[config.mk]
export PLATFORM = sky130hd
export DESIGN_NAME = bus_rx_fifo
export DESIGN_NICKNAME = d
export VERILOG_FILES = /design/src/rtl/bus_rx_fifo.sv
export SDC_FILE = /design/constraint.sdc
export NUM_CORES = 1
export LEC_CHECK = 0
export BUFFER_PORTS_ARGS = -buffer_cell sky130_fd_sc_hd__buf_2
export CORE_MARGIN = 4
export CORE_UTILIZATION = 29
export CTS_BUF_LIST = sky130_fd_sc_hd__clkbuf_8
export CTS_CLUSTER_SIZE = 40
export DETAILED_ROUTE_END_ITERATION = 10
export PLACE_DENSITY_LB_ADDON = 0.1
export RECOVER_POWER = 100
export SETUP_SLACK_MARGIN = 0.5
export SLEW_MARGIN = 20
export SYNTH_ARGS = -nofsm -noshare
export SYNTH_HDL_FRONTEND = slang
export SYNTH_SLANG_ARGS = --single-unit
export TNS_END_PERCENT = 20
[constraint.sdc]
create_clock -name clock -period 5.2 [get_ports clock]
set_input_delay 0.26 -clock clock [delete_from_list [all_inputs] [get_ports clock]]
set_output_delay 0.26 -clock clock [all_outputs]
set_load 0.05 [all_outputs]
[src/rtl/bus_rx_fifo.sv]
// Receive FIFO behind a bus-slave write port: first-word-fall-through head, sticky overflow flag,
// registered status word. Define BUS_RX_FIFO_OVF_COUNT_EN to add a saturating 8-bit overflow counter.
module bus_rx_fifo #(
  parameter int DEPTH_LOG2 = 4
) (
  input  logic        clock,
  input  logic        reset,
  input  logic        wr_stb,
  input  logic [15:0] wr_data,
  output logic [15:0] out_data,
  output logic        out_valid,
  input  logic        out_ready,
  input  logic        clr_ovf,
  output logic [15:0] status
);

  localparam int DEPTH = 1 << DEPTH_LOG2;
  localparam logic [DEPTH_LOG2-1:0] PTR_ONE  = DEPTH_LOG2'(1);
  localparam logic [DEPTH_LOG2:0]   CNT_ONE  = (DEPTH_LOG2 + 1)'(1);
  localparam logic [DEPTH_LOG2:0]   CNT_ZERO = '0;
  localparam logic [DEPTH_LOG2:0]   CNT_FULL = (DEPTH_LOG2 + 1)'(DEPTH);

  logic [15:0] mem [DEPTH];

  logic [DEPTH_LOG2-1:0] wr_ptr_reg, wr_ptr_next;
  logic [DEPTH_LOG2-1:0] rd_ptr_reg, rd_ptr_next;
  logic [DEPTH_LOG2:0]   count_reg, count_next;
  logic                  full_reg, empty_reg;
  logic                  ovf_reg, ovf_next;
  logic [15:0]           head_reg;
  logic                  pop, push_ok, ovf_event;
  logic [7:0]            ovf_cnt;
  logic [4:0]            count_field;

  // A push into a full FIFO is only accepted when a pop frees a slot in the same cycle.
  always_comb begin
    pop         = ~empty_reg & out_ready;
    push_ok     = wr_stb & (~full_reg | pop);
    ovf_event   = wr_stb & full_reg & ~pop;
    wr_ptr_next = push_ok ? wr_ptr_reg + PTR_ONE : wr_ptr_reg;
    rd_ptr_next = pop ? rd_ptr_reg + PTR_ONE : rd_ptr_reg;
    count_next  = count_reg;
    if (push_ok && !pop) begin
      count_next = count_reg + CNT_ONE;
    end else if (pop && !push_ok) begin
      count_next = count_reg - CNT_ONE;
    end
    ovf_next = ovf_reg;
    if (clr_ovf) begin
      ovf_next = 1'b0;
    end
    if (ovf_event) begin
      ovf_next = 1'b1;
    end
  end

  always_ff @(posedge clock) begin
    if (reset) begin
      wr_ptr_reg <= '0;
      rd_ptr_reg <= '0;
      count_reg  <= '0;
      full_reg   <= 1'b0;
      empty_reg  <= 1'b1;
      ovf_reg    <= 1'b0;
    end else begin
      wr_ptr_reg <= wr_ptr_next;
      rd_ptr_reg <= rd_ptr_next;
      count_reg  <= count_next;
      full_reg   <= (count_next == CNT_FULL);
      empty_reg  <= (count_next == CNT_ZERO);
      ovf_reg    <= ovf_next;
    end
  end

  always_ff @(posedge clock) begin
    if (push_ok && !reset) begin
      mem[wr_ptr_reg] <= wr_data;
    end
  end

  // Registered head read; bypass covers the word being written into the slot that becomes head.
  always_ff @(posedge clock) begin
    if (push_ok && (wr_ptr_reg == rd_ptr_next)) begin
      head_reg <= wr_data;
    end else begin
      head_reg <= mem[rd_ptr_next];
    end
  end

`ifdef BUS_RX_FIFO_OVF_COUNT_EN
  logic [7:0] ovf_cnt_reg, ovf_cnt_next;

  always_comb begin
    ovf_cnt_next = ovf_cnt_reg;
    if (clr_ovf) begin
      ovf_cnt_next = 8'd0;
    end else if (ovf_event && (ovf_cnt_reg != 8'hFF)) begin
      ovf_cnt_next = ovf_cnt_reg + 8'd1;
    end
  end

  always_ff @(posedge clock) begin
    if (reset) begin
      ovf_cnt_reg <= 8'd0;
    end else begin
      ovf_cnt_reg <= ovf_cnt_next;
    end
  end

  assign ovf_cnt = ovf_cnt_reg;
`else
  assign ovf_cnt = 8'd0;
`endif

  assign count_field = 5'(count_reg);
  assign out_valid   = ~empty_reg;
  assign out_data    = head_reg;
  assign status      = {ovf_reg, full_reg, empty_reg, ovf_cnt, count_field};

endmodule

==> results.ini <==
[synth]
synth-xor-area-share_pct = 1.18
synthMuxAreaShare_pct = 8.00
synth_warnings = 0
synth-edff-count = 256
synth_seq_cells = 288
yosysSeqAreaShare_pct = 69.3
yosys.area_share.simple_pct = 6.07
synth_area_um2 = 12000
yosys.area_share.adder_pct = 0.729
ys.flop_type = edfxtp_1
synth.distinct_cells = 44
synth.avg_cell_area_um2 = 14.7
synth_compound_area_share_pct = 10.7
synth_top_family_by_area = compound AO/OA/AOI/OAI gates
syn_inst = 818
async_flop_share_pct = 0

[floorplanning]
dieArea_um2 = 44700
start_util_pct = 29.4
core-area_um2 = 40900
fp.dieH_um = 212
die_w_um = 212
io_pins = 54
std_cell_rows = 74

[detailed_routing]
vias_per_cell = 4.93
via_count = 7202
drcViolationCount = 0
post_drt_wl_per_cell_um = 23.5
firstDrtPassIters = 4
dr.first_iter.drc_count = 419
drt_wl_total_um = 34400
antenna_left = 0

[cts]
htreeDepth = 2
cts_tree = done
clk_pin_slew_worst_paths_ns = 0.06
clock_latency_ns = 0.61
clk_root_buffer_cell = clkbuf_8
cts_sinks = 288
numCtsBuffers = 52
clock_path_buffers = 3

[critical_path]
crit_type = reg -> reg
required_ns = 5.42
endpoint_kind = flip-flop
crit_arrival_ns = 4.13
path_cells = nand2b_1 -> a21boi_0 -> nor2b_1 -> nand2_1 -> nor2_1 -> clkbuf_1
worstPathMaxFanout = 13
cpMaxStageDelayCell = clkbuf_1
cp_num_buf_inv = 1
cp_top_family = simple AND/OR/NAND/NOR gates
critPathMaxStageDelay_ns = 1.01
worst_setup_path_start_kind = flip-flop

[power]
p_comb_share_pct = 17.8
p_seq_share_pct = 47.7
p_total_mw = 5.55
peakVddDrop_uv = 160
p_switching_mw = 1.70
intPower_mw = 3.85
p_leak_nw = 4.90
p_clk_share_pct = 34.5
swShare_pct = 30.6
power_per_cell_area_nw_per_um2 = 406

[timing]
clock-skew-final_ns = 0.0204
fin_crit_sh_pct = 75.3
hold_viol = 0
rsz0062_at_grt = false
fmax_mhz = 255
maxSlewViolCount = 51
tightest_slew_ns = 1.85
post-route-min-period_ns = 3.92
tns_ns = 0
slew_headroom_pct = -23.6
setup_viol = 0
finalWorstSetupSlack_ns = 1.28
hold_ws_ns = 0.0326

[cells_and_area]
diodes = 0
largest_reg_flops = 256
largest_register = mem
final_cell_area_um2 = 13600
drive_gt1_share_pct = 11.0
final_util_pct = 33.3
stdcell_count = 1462
area.growth.synth_to_final_pct = 13.6
fin_nets = 918

[global_routing]
grt_max_degree = 60
grt_pass1_vias = 7385
grt.total_usage_pct = 15.3
grt_first_pass_wirelength_um = 50500
antenna_found_initial = 0
grt_overflow = 0

[status]
violations = max-capacitance violations, max-slew violations
run_status = finished, violations left

[placement]
place_ws_ns = 2.11
placed_cells = 1366
placed_area_um2 = 12900
io_buffer_count = 45
dpl.hpwl_um = 19400
gp_congestion = 0.735

[job]
max_cap_viol_count = 3

[hold_path]
hold_path_class = in -> reg

==> kinds of logic after synthesis <==
group | after synthesis
flip-flops | 288
AND/OR/NAND/NOR | 177
AO/OA/AOI/OAI | 149
multiplexers | 96
buffers and inverters | 86
XOR/XNOR | 14
adder cells (fa/ha/maj) | 7
other | 1
==> synth_stat cells, drive strengths merged, types with 2 or more instances <==
| cell | count | area share (%) |
|---|---|---|
| a21o | 2 | 0.12 |
| inv | 24 | 0.75 |
| a221oi | 32 | 3.1 |
| nor3 | 7 | 0.29 |
| clkbuf | 15 | 0.47 |
| mux2i | 96 | 8.0 |
| edfxtp | 256 | 64 |
| buf | 47 | 2.7 |
| o21ai | 18 | 0.75 |
| a2111oi | 17 | 1.2 |
| nand3b | 2 | 0.12 |
| dfxtp | 32 | 5.3 |
| a311oi | 18 | 1.3 |
| a32oi | 34 | 2.5 |
| nand2 | 106 | 3.3 |
| nor2 | 45 | 1.4 |
| a211oi | 17 | 1.1 |
| xor2 | 6 | 0.44 |
| nand2b | 3 | 0.16 |
| xnor2 | 8 | 0.74 |
| a21boi | 2 | 0.12 |
| nor2b | 4 | 0.21 |
| or3 | 2 | 0.10 |
| and2 | 2 | 0.10 |
| ha | 7 | 0.73 |
| nand4 | 2 | 0.10 |
| o22ai | 2 | 0.10 |
| a21oi | 2 | 0.083 |
==> layout by cell type, fill, tap and decap left out, types with 2 or more instances in the layout <==
master and instances:
dfxtp_1 31, nand3b_1 2, nand2_1 105, nor2_1 41, o21ai_0 18, edfxtp_1 256
a221oi_1 17, clkbuf_1 57, mux2i_1 96, clkinv_1 9, xnor2_1 7, or3_1 2
a221oi_2 15, nor3_2 2, a32oi_1 34, a311oi_1 18, ha_1 7, nor2_2 3
o22ai_1 2, dlygate4sd3_1 2, conb_1 8, nand4_1 2, a21boi_0 2, a21oi_1 2
a2111oi_0 17, buf_2 4, nor3_1 5, buf_4 8, a211oi_1 17, inv_1 50
and2_0 2, clkbuf_8 56, nor2b_1 4, nand2b_1 3, xor2_1 6
==> metal layers <==
layer | wire, um | GRT usage, % | vias up | share of wire, %
met5 | 0 | 0 | - | 0
met4 | 804 | 5.04 | 0 | 2.3
met3 | 1480 | 3.11 | 61 | 4.3
met2 | 15800 | 24.0 | 158 | 46
met1 | 16300 | 21.3 | 3661 | 47
li1 | - | - | 3322 | -
==> power groups by stage <==
stage                     Clock [mW]  Sequential (mW)  Combinational, mW
after global routing            2.10             2.65               1.07
after CTS                       2.00             2.65               1.03
after detailed placement           0             2.69               1.03
final                           1.91             2.65              0.986
after global placement             0             2.70               1.03
after floorplan                    0             2.85              0.576
==> cell type report <==
class	count	area, um2
Fill cell	4089	27300
Sequential cell	288	8330
Multi-Input combinational cell	451	3300
Clock buffer	56	771
Tap cell	532	666
Timing Repair Buffer	73	339
Clock inverter	38	153
Inverter	24	90.1
==> final timing paths <==
check / start / end / slack (ns) / depth (start not counted)
worst min-delay path: reset / rd_ptr_reg[1] / 0.03 / 2
worst min register to register: ovf_reg / ovf_reg / 0.50 / 2
worst max register to register: empty_reg / mem[8][10] / 1.28 / 6
worst max-delay path: empty_reg / mem[8][10] / 1.28 / 6
==> timing repair <==
item | CTS | global route
hold endpoints to repair | 2 | 0
setup buffers | 0 | 0
resized for setup | 0 | 0
hold buffers | 2 | 0
Note: power is estimated with default switching activity, not from simulation.
